==> config.mk <==
export PLATFORM = sky130hd
export DESIGN_NAME = pll_reset_sequencer
export DESIGN_NICKNAME = d
export VERILOG_FILES = /design/src/rtl/pll_reset_sequencer.sv
export SDC_FILE = /design/constraint.sdc
export NUM_CORES = 1
export LEC_CHECK = 0
export CAP_MARGIN = 15
export CORE_MARGIN = 4
export CORE_UTILIZATION = 45
export CTS_BUF_LIST = sky130_fd_sc_hd__clkbuf_4 sky130_fd_sc_hd__clkbuf_8 sky130_fd_sc_hd__clkbuf_16
export DETAILED_ROUTE_END_ITERATION = 10
export GPL_TIMING_DRIVEN = 0
export HOLD_SLACK_MARGIN = 0.1
export PLACE_DENSITY = 0.71
export SYNTH_ARGS = -nofsm -noshare
export SYNTH_HDL_FRONTEND = slang
export SYNTH_SLANG_ARGS = --single-unit
==> constraint.sdc <==
create_clock -name clock_in -period 2.8 [get_ports clock_in]
set_clock_uncertainty 0.15 [all_clocks]
set_input_delay 0.84 -clock clock_in [delete_from_list [all_inputs] [get_ports clock_in]]
set_output_delay 0.84 -clock clock_in [all_outputs]
set_load 0.02 [all_outputs]
==> src/rtl/pll_reset_sequencer.sv <==
// Qualifies the PLL lock indication and sequences staggered active-low domain resets,
// collapsing the whole reset tree again on a filtered loss of lock or a soft reset request.
module pll_reset_sequencer #(
  parameter int NUM_DOMAINS        = 3,
  parameter int SYNC_STAGES        = 2,
  parameter int LOCK_STABLE_CYCLES = 64,
  parameter int RST_STAGGER        = 4,
  parameter int LOSS_FILTER        = 2,
  parameter int CNT_W              = 8
) (
  input  logic                   clock_in,
  input  logic                   reset_n,
  input  logic                   pll_locked,
  input  logic                   soft_rst_req,
  input  logic                   sticky_clr,
  output logic [NUM_DOMAINS-1:0] domain_rst_n,
  output logic                   ready,
  output logic                   lock_lost_sticky,
  output logic [CNT_W-1:0]       loss_count
);

  localparam int STB_W = $clog2(LOCK_STABLE_CYCLES + 1);
  localparam int STG_W = $clog2(RST_STAGGER + 1);
  localparam int FLT_W = $clog2(LOSS_FILTER + 1);
  localparam int IDX_W = $clog2(NUM_DOMAINS + 1);

  typedef enum logic [1:0] {
    ST_WAIT_LOCK = 2'd0,
    ST_STABLE    = 2'd1,
    ST_RELEASE   = 2'd2,
    ST_RUN       = 2'd3
  } state_t;

  state_t                 state_q, state_d;
  logic [SYNC_STAGES-1:0] sync_q, sync_d;
  logic [STB_W-1:0]       stb_q, stb_d;
  logic [STG_W-1:0]       stg_q, stg_d;
  logic [IDX_W-1:0]       idx_q, idx_d;
  logic [FLT_W-1:0]       flt_q, flt_d;
  logic [NUM_DOMAINS-1:0] dom_q, dom_d;
  logic                   ready_q, ready_d;
  logic                   sticky_q, sticky_d;
  logic [CNT_W-1:0]       loss_cnt_q, loss_cnt_d;
  logic                   lock_s;
  logic                   loss_evt;
  logic                   released;

  assign lock_s   = sync_q[SYNC_STAGES-1];
  assign released = (state_q == ST_RELEASE) || (state_q == ST_RUN);

  // Next-state, release sequencing and loss filtering
  always_comb begin
    sync_d     = {sync_q[SYNC_STAGES-2:0], pll_locked};
    state_d    = state_q;
    stb_d      = stb_q;
    stg_d      = stg_q;
    idx_d      = idx_q;
    flt_d      = flt_q;
    dom_d      = dom_q;
    ready_d    = ready_q;
    loss_evt   = 1'b0;
    sticky_d   = sticky_q;
    loss_cnt_d = loss_cnt_q;

    case (state_q)
      ST_WAIT_LOCK: begin
        dom_d   = '0;
        ready_d = 1'b0;
        if (lock_s) begin
          state_d = ST_STABLE;
          stb_d   = STB_W'(1);
        end else begin
          stb_d   = '0;
        end
      end
      ST_STABLE: begin
        if (!lock_s || soft_rst_req) begin
          state_d = ST_WAIT_LOCK;
          stb_d   = '0;
        end else if (stb_q == STB_W'(LOCK_STABLE_CYCLES)) begin
          state_d = ST_RELEASE;
          dom_d   = NUM_DOMAINS'(1);
          stg_d   = '0;
          idx_d   = IDX_W'(1);
          stb_d   = '0;
        end else begin
          stb_d   = stb_q + STB_W'(1);
        end
      end
      ST_RELEASE: begin
        // idx_q is the next domain to release; equal to NUM_DOMAINS only when there is a single domain
        if (idx_q == IDX_W'(NUM_DOMAINS)) begin
          state_d = ST_RUN;
          ready_d = 1'b1;
        end else if (stg_q == STG_W'(RST_STAGGER - 1)) begin
          dom_d = dom_q | (NUM_DOMAINS'(1) << idx_q);
          stg_d = '0;
          idx_d = idx_q + IDX_W'(1);
          if (idx_q == IDX_W'(NUM_DOMAINS - 1)) begin
            state_d = ST_RUN;
            ready_d = 1'b1;
          end else begin
            state_d = ST_RELEASE;
          end
        end else begin
          stg_d = stg_q + STG_W'(1);
        end
      end
      ST_RUN: begin
        dom_d   = '1;
        ready_d = 1'b1;
      end
      default: begin
        state_d = ST_WAIT_LOCK;
        dom_d   = '0;
        ready_d = 1'b0;
      end
    endcase

    if (released) begin
      if (!lock_s) begin
        if (flt_q == FLT_W'(LOSS_FILTER - 1)) begin
          loss_evt = 1'b1;
        end else begin
          flt_d = flt_q + FLT_W'(1);
        end
      end else begin
        flt_d = '0;
      end
    end else begin
      flt_d = '0;
    end

    // A loss outranks a coincident soft reset only in its diagnostic side effects
    if (loss_evt || (released && soft_rst_req)) begin
      state_d = ST_WAIT_LOCK;
      dom_d   = '0;
      ready_d = 1'b0;
      stb_d   = '0;
      stg_d   = '0;
      idx_d   = '0;
      flt_d   = '0;
    end else begin
      state_d = state_d;
    end

    if (loss_evt) begin
      sticky_d = 1'b1;
      if (loss_cnt_q != '1) begin
        loss_cnt_d = loss_cnt_q + CNT_W'(1);
      end else begin
        loss_cnt_d = loss_cnt_q;
      end
    end else if (sticky_clr) begin
      sticky_d = 1'b0;
    end else begin
      sticky_d = sticky_q;
    end
  end

  // State and output registers with synchronous block reset
  always_ff @(posedge clock_in) begin
    if (!reset_n) begin
      state_q    <= ST_WAIT_LOCK;
      sync_q     <= '0;
      stb_q      <= '0;
      stg_q      <= '0;
      idx_q      <= '0;
      flt_q      <= '0;
      dom_q      <= '0;
      ready_q    <= 1'b0;
      sticky_q   <= 1'b0;
      loss_cnt_q <= '0;
    end else begin
      state_q    <= state_d;
      sync_q     <= sync_d;
      stb_q      <= stb_d;
      stg_q      <= stg_d;
      idx_q      <= idx_d;
      flt_q      <= flt_d;
      dom_q      <= dom_d;
      ready_q    <= ready_d;
      sticky_q   <= sticky_d;
      loss_cnt_q <= loss_cnt_d;
    end
  end

  assign domain_rst_n     = dom_q;
  assign ready            = ready_q;
  assign lock_lost_sticky = sticky_q;
  assign loss_count       = loss_cnt_q;

endmodule

After elaboration in Yosys (flattened, before gate mapping)

Index checks and enable logic that the tools add are counted.

Register bits after elaboration: 31
Word-level logic and storage cells: 90
Memories: 0
Bits in read-only memories: 0
Bits in latches: 0
RAM bits: 0
Output and inout port bits: 13

Shift-type cells: 1
Reduce and logical (&&, ||, !) cells: 19
Bitwise operators: 3
$lt $le $gt $ge: 0
Equal/unequal tests: 17
$mul: 0
Muxes and demuxes: 35
Div/mod/pow operators: 0
Add/sub/neg operators: 5

Operators by type and width:

| operator                                                               | number |
|---|---|
| 3-bit 2-to-1 mux                                                       | 8 |
| 2-bit 2-to-1 mux                                                       | 9 |
| 7-bit 2-to-1 mux                                                       | 2 |
| 7-bit case mux with 2 select lines                                     | 1 |
| 3-bit case mux with 4 select lines                                     | 1 |
| 4-bit AND reduction                                                    | 3 |
| 1-bit 2-to-1 mux                                                       | 10 |
| 8-bit by 1-bit adder with 8-bit output (second input constant)         | 1 |
| 2-bit equality test (second input constant)                            | 4 |
| 2-bit != test (second input constant)                                  | 4 |
| 8-bit != test (second input constant)                                  | 1 |
| 7-bit by 1-bit adder with 7-bit output (second input constant)         | 1 |
| 7-bit equality test (second input constant)                            | 1 |
| 3-bit by 1-bit != test with 1-bit output (second input constant)       | 2 |
| 2-bit case mux with 3 select lines                                     | 1 |
| 3-bit case mux with 2 select lines                                     | 1 |
| 2-bit nonzero test                                                     | 3 |
| 3-bit nonzero test                                                     | 2 |
| 5-bit AND reduction                                                    | 1 |
| 2-bit by 1-bit adder with 2-bit output (second input constant)         | 2 |
| 2-bit by 1-bit equality test with 1-bit output (second input constant) | 2 |
| 2-bit case mux with 2 select lines                                     | 1 |
| 4-bit OR reduction                                                     | 1 |
| 3-bit by 1-bit adder with 3-bit output (second input constant)         | 1 |
| other kinds (14)                                                       | 17 |

Depth between registers and ports, before layout

Gate-level depths: netlist of the first run.

Depth in word-level cells: 6
Mapped depth: 8
Depth with buffers taken out: 6

Worst setup path before layout of the first run

OpenSTA, ideal clock, no wires.

Kind: reg2reg
From: reg stb_q[2]
To: reg idx_q[1]
Library setup time: 72 ps
Stages on the path, launching flop included: 5
Slack: 857 ps
Data arrival time: 1,721 ps
Clock period less this slack: 1,943 ps
Path buffers: 0
Path through: dfxtp_1 > or4b_4 > o41ai_4 > and4_2 > mux2i_1

Word-level cells in the longest chain between the ends: 3

Ends and longest elaborated chain:

| what                                 | RTL line | RTL |
|---|---|---|
| start: declaration                   | 36       | `logic [STB_W-1:0] stb_q, stb_d;` |
| start signal: assignment             | 177      | `stb_q <= stb_d;` |
| 7-bit equality test                  | 80       | `end else if (stb_q == STB_W'(LOCK_STABLE_CYCLES)) begin` |
| 2-bit != test (no source line)       | n/a      |  |
| 5-bit AND reduction (no source line) | n/a      |  |
| end signal: assignment               | 179      | `idx_q <= idx_d;` |
| end: declaration                     | 38       | `logic [IDX_W-1:0] idx_q, idx_d;` |

No other way between the ends.
A chain may end at the register's enable or synchronous reset.

Final worst setup path of the first run

From: reg loss_cnt_q[3] (netlist: loss_count[3])
To: out loss_count[3]

RTL lines:

| what                     | RTL line | RTL |
|---|---|---|
| start: declaration       | 43       | `logic [CNT_W-1:0] loss_cnt_q, loss_cnt_d;` |
| start signal: assignment | 184      | `loss_cnt_q <= loss_cnt_d;` |
| end: declaration         | 19       | `output logic [CNT_W-1:0] loss_count` |

No word-level cell between the ends.

==> impl_metrics.tcl, run 1 <==
set metrics [dict create \
    critPathTopFamily "buffers and inverters" \
    switchingPower_uw 278 \
    dp_hpwl_mm 2.53 \
    worstPathMaxFanout 6 \
    cts_resized 0 \
    powerDensity_nw_per_um2 494 \
    grt_usage 0.160 \
    dieArea_um2 4840 \
    place_area_um2 1930 \
    postCtsHoldBufs 0 \
    routed_wire_length_per_instance_um 13.5 \
    p_sw_frac 0.279 \
    required_ps 1810 \
    internal_power_uw 717 \
    tightest_slew_ps 611 \
    synth_top_area_share 0.364 \
    clockRootBuffer "clkbuf_8" \
    clk_pin_slew_worst_paths_ps 70 \
    power_frac_comb 0.173 \
    drv_cap 0 \
    setup_viol_count_final 0 \
    seqPwrFrac 0.472 \
    drtIter0Drc 103 \
    diodes 0 \
    clkLatencyLatePin_ps 290 \
    cts_sinks 31 \
    vias 1419 \
    synth_cells 189 \
    outcome "finished, final reports clean" \
    layout-drive-gt1-share 0.0798 \
    startpoint_type "flip-flop" \
    die_height_um 69.6 \
    slowest_delay_ps 640 \
    area_delta_synth_final_pct 18.1 \
    leakage_nw 0.713 \
    tns_ps 0 \
    fin_crit_sh 0.840 \
    place.gp.congestion 0.832 \
    drt_wl_total_mm 3.51 \
    synth-edff-count 0 \
    critical_path.endpoint_type "primary output" \
    fmax_mhz 425 \
    synth.area.top_cells "dfxtp_1 36%, ha_1 10%, nand3_1 3.8%" \
    h-tree-depth 2 \
    grt_first_pass_wirelength_mm 6.18 \
    ir_drop_v 0.000318 \
    power.share.clock 0.355 \
    synth_top_area_cell "dfxtp_1" \
    cts_tree "yes" \
    worst_slack_ps 449 \
    crit_chain "clkdlybuf4s50_1" \
    grt_overflow 0 \
    post_synth.cell_area_avg_um2 9.03 \
    portBuffers 16 \
    pre_cts_slack_ps 185 \
    ys_types 44 \
    antenna_found_initial 0 \
    final_nets 231 \
    cp_slowest_cell "clkdlybuf4s50_1" \
    first_pass_iters 4 \
    cp.buffers_inverters 1 \
    die_x_um 69.6 \
    postCtsSetupBuffers 0 \
    ant_nets 0 \
    seq_area_frac_synth 0.364 \
    ys_ff_latch 31 \
    synth_area_um2 1710 \
    first_global_vias 1344 \
    p_total_uw 995 \
    arrival_ps 1360 \
    hold_class "reg -> reg" \
    cts.path.max_buffers 2 \
    rsz0062_at_grt "false" \
    hold_viol_final 0 \
    criticalPathCategory "reg -> out" \
    final_core_util 0.551 \
    final_cells 261 \
    fin_crit_ps 2350 \
    yosysWarnings 0 \
    initial_core_util 0.466 \
    grt_max_degree 11 \
    relSlewSlack 0.591 \
    vias_per_cell 5.44 \
    final_cell_area_um2 2020 \
    async_flop_share 0 \
    cts_inserted_buffers 5 \
    hold_slack_ps 284 \
    placed_cells 253 \
    slew_violations 0 \
    synth_fp_nets 208 \
    num_io_pins 18 \
    drc_errors 0 \
    rows 22 \
    core_area_um2 3660 \
    ys.flop_type "dfxtp_1" \
]
-- final cells by class --
| cell class | instances | area (um2) |
|---|---|---|
| fill | 357 | 1650 |
| multi-input combinational | 137 | 1010 |
| sequential | 31 | 621 |
| timing repair buffer | 16 | 160 |
| clock buffer | 6 | 76.3 |
| tap | 48 | 60.1 |
| inverter | 15 | 56.3 |
| buffer | 6 | 22.5 |
| clock inverter | 2 | 12.5 |
-- placed cells by master, fill, tap and decap left out, drive strengths merged, types with 3 or more instances in the layout --
| cell | Yosys | routed |
|---|---|---|
| nor2b | 3 | 3 |
| ha | 14 | 14 |
| o2111ai | 3 | 3 |
| dfxtp | 31 | 31 |
| nor2 | 13 | 13 |
| a211oi | 3 | 3 |
| clkdlybuf4s50 | 0 | 16 |
| inv | 15 | 15 |
| mux2i | 6 | 6 |
| and3 | 5 | 5 |
| a21oi | 10 | 10 |
| a31oi | 3 | 3 |
| nand2 | 7 | 7 |
| nand4 | 3 | 3 |
| o21ai | 6 | 6 |
| o211ai | 4 | 4 |
| or3 | 4 | 4 |
| xor2 | 4 | 4 |
| nand2b | 4 | 4 |
| clkbuf | 6 | 12 |
| and2 | 3 | 3 |
| nand3 | 13 | 13 |
-- routing by layer --
layer / track usage / vias up / routed length (um)
li1: - / 732 / -
met1: 0.209 / 660 / 1740
met4: 0.0781 / 0 / 80
met5: 0 / - / 0
met2: 0.242 / 22 / 1560
met3: 0.0449 / 5 / 134
-- registers in the layout, summed over array words and instances, names as in the netlist --
register          count
ready                 1
loss_count            8
sync_q                2
stg_q                 3
stb_q                 7
domain_rst_n          3
idx_q                 2
flt_q                 2
state_q               2
lock_lost_sticky      1
-- Yosys cell counts, types with 6 or more instances --
cell type	n
o21ai_0	6
inv_1	15
a21oi_1	10
dfxtp_1	31
nor2_1	13
clkbuf_1	6
ha_1	14
mux2i_1	6
nand2_1	7
nand3_1	13
-- final timing paths --
kind | from | endpoint | slack, ps | cells past startpoint
min | sync_q[0] | sync_q[1] | 280 | 1
max reg2reg | state_q[0] | stg_q[1] | 580 | 7
max | loss_count[3] | loss_count[3] | 450 | 1
min reg2reg | sync_q[0] | sync_q[1] | 280 | 1
-- cells by family (layout without fill, tap and decap cells) --
kind of cell,after synthesis,after routing,synth area share
AO/OA/AOI/OAI,44,44,0.199
XOR/XNOR,5,5,0.0257
adder cells (fa/ha/maj),14,14,0.103
buffers and inverters,21,45,0.0462
flip-flops,31,31,0.364
multiplexers,6,6,0.0352
AND/OR/NAND/NOR,68,68,0.227
-- power groups by stage --
stage	logic (mW)	clock network (mW)	registers (mW)
2_1_floorplan	0.121	0	0.484
3_3_place_gp	0.171	0	0.479
3_5_place_dp	0.173	0	0.479
4_1_cts	0.174	0.366	0.469
5_1_grt	0.191	0.385	0.471
6_report	0.173	0.353	0.469
Power figures use the tool's default switching activity.
==> inputs of run 2 (changes only) <==
==> constraint.sdc (replaced) <==
create_clock -name clock_in -period 2.3 [get_ports clock_in]
set_clock_uncertainty 0.15 [all_clocks]
set_input_delay 0.69 -clock clock_in [delete_from_list [all_inputs] [get_ports clock_in]]
set_output_delay 0.69 -clock clock_in [all_outputs]
set_load 0.02 [all_outputs]
==> run 2 against run 1 <==
Worst setup slack lost 350 ps. Critical path type unchanged. Clock-buffer cell count is the same. Critical path depth is the same. Largest cell class unchanged. Die area is the same.
==> impl_metrics.tcl, run 2 (synthesized netlist as in run 1, its figures left out) <==
set metrics [dict create \
    power.share.clock 0.355 \
    cts_inserted_buffers 5 \
    crit_start "loss_count[3]" \
    holdCritStartpoint "sync_q[0]" \
    fin_crit_sh 0.957 \
    hold_depth 1 \
    r2r_start "state_q[0]" \
    seqPwrFrac 0.471 \
    power_frac_comb 0.174 \
    placed_cells 253 \
    p_total_mw 1.21 \
    startpoint_type "flip-flop" \
    grt_overflow 0 \
    area_delta_synth_final_pct 18.5 \
    layout_common_cells "31 x dfxtp_1, 16 x clkdlybuf4s50_1, 15 x inv_1" \
    clkLatencyLatePin_ps 290 \
    ir_drop_v 0.000387 \
    clockRootBuffer "clkbuf_8" \
    first_global_vias 1344 \
    grt_usage 0.160 \
    cp.buffers_inverters 1 \
    final.fill_count 359 \
    worstSetupPathDepth 1 \
    diodes 0 \
    cts_resized 0 \
    crit_chain "clkdlybuf4s50_1" \
    layout-drive-gt1-share 0.0939 \
    routed_wire_length_per_instance_um 13.4 \
    final_nets 231 \
    drtIter0Drc 93 \
    vias 1418 \
    rsz0062_at_grt "false" \
    switchingPower_uw 341 \
    grt.busiest_layer "met2" \
    drv_cap 0 \
    first_pass_iters 4 \
    drc_errors 0 \
    fin_crit_ps 2200 \
    core_area_um2 3660 \
    relSlewSlack 0.591 \
    die_height_um 69.6 \
    internal_power_uw 873 \
    r2r_cells 7 \
    setup_viol_count_final 0 \
    postCtsSetupBuffers 0 \
    cts_sinks 31 \
    initial_core_util 0.466 \
    cts.path.max_buffers 2 \
    slew_violations 0 \
    tightest_slew_ps 611 \
    postCtsHoldBufs 0 \
    die_x_um 69.6 \
    worstPathMaxFanout 6 \
    portBuffers 16 \
    cts_tree "yes" \
    grt_max_degree 11 \
    final_cells 261 \
    outcome "finished, final reports clean" \
    dp_hpwl_mm 2.53 \
    grtUsageMet1 0.209 \
    h-tree-depth 2 \
    dieArea_um2 4840 \
    powerDensity_nw_per_um2 600 \
    drt_wl_total_mm 3.50 \
    grtUsageMet2 0.242 \
    num_io_pins 18 \
    antenna_found_initial 0 \
    arrival_ps 1360 \
    slowest_delay_ps 640 \
    fmax_mhz 454 \
    required_ps 1460 \
    grt_first_pass_wirelength_mm 6.18 \
    final_common_cell "dfxtp_1" \
    hold_viol_final 0 \
    largest_register_ff_count 8 \
    cp_slowest_cell "clkdlybuf4s50_1" \
    ant_nets 0 \
    p_sw_frac 0.281 \
    leakage_nw 0.713 \
    grt_use_met3 0.0449 \
    vias_per_cell 5.43 \
    criticalPathCategory "reg -> out" \
    critical_path.endpoint_type "primary output" \
    clk_pin_slew_worst_paths_ps 70 \
    place.gp.congestion 0.832 \
    hold_class "reg -> reg" \
    rows 22 \
    critPathTopFamily "buffers and inverters" \
]
## run 2: per-layer routing
layer / vias to the layer above / routed length [um] / part of all wire
met5: - / 0 / 0
met3: 5 / 132 / 0.038
met2: 24 / 1550 / 0.44
met4: 0 / 80 / 0.023
met1: 656 / 1740 / 0.50
li1: 733 / - / -
## run 2: cell type report
type / instances / area [um2] / share of cell area
Timing Repair Buffer: 16 / 160 / 0.0792
Clock buffer: 6 / 76.3 / 0.0377
Tap cell: 48 / 60.1 / 0.0297
Inverter: 15 / 56.3 / 0.0278
Sequential cell: 31 / 621 / 0.307
Clock inverter: 2 / 12.5 / 0.00619
Buffer: 6 / 23.8 / 0.0118
Multi-Input combinational cell: 137 / 1010 / 0.501
## run 2: final timing paths
path	slack, ps	endpoint
worst max register to register	160	stg_q[0]
worst min register to register	280	sync_q[1]
worst min-delay path	280	sync_q[1]
worst max-delay path	100	loss_count[3]
## run 2: power groups by stage
stage | sequential (mW) | combinational [mW] | clock [mW]
finish | 0.572 | 0.211 | 0.431
global route | 0.574 | 0.233 | 0.469
CTS | 0.571 | 0.212 | 0.446
detailed placement | 0.583 | 0.210 | 0
global placement | 0.583 | 0.208 | 0
floorplan | 0.589 | 0.147 | 0
## run 2: through the flow
stage | worst slack [ps] | utilization | hold WS (ps) | TNS [ps] | cell area (um2)
after floorplan | 357 | - | 262 | 0 | 1710
after global placement | -169 | 0.526 | 265 | -1520 | 1930
after detailed placement | -165 | 0.526 | 274 | -1780 | 1930
after CTS | 84.1 | 0.551 | 289 | 0 | 2020
after global routing | 0.603 | 0.552 | 316 | 0 | 2020
final | 97.9 | 0.552 | 284 | 0 | 2020
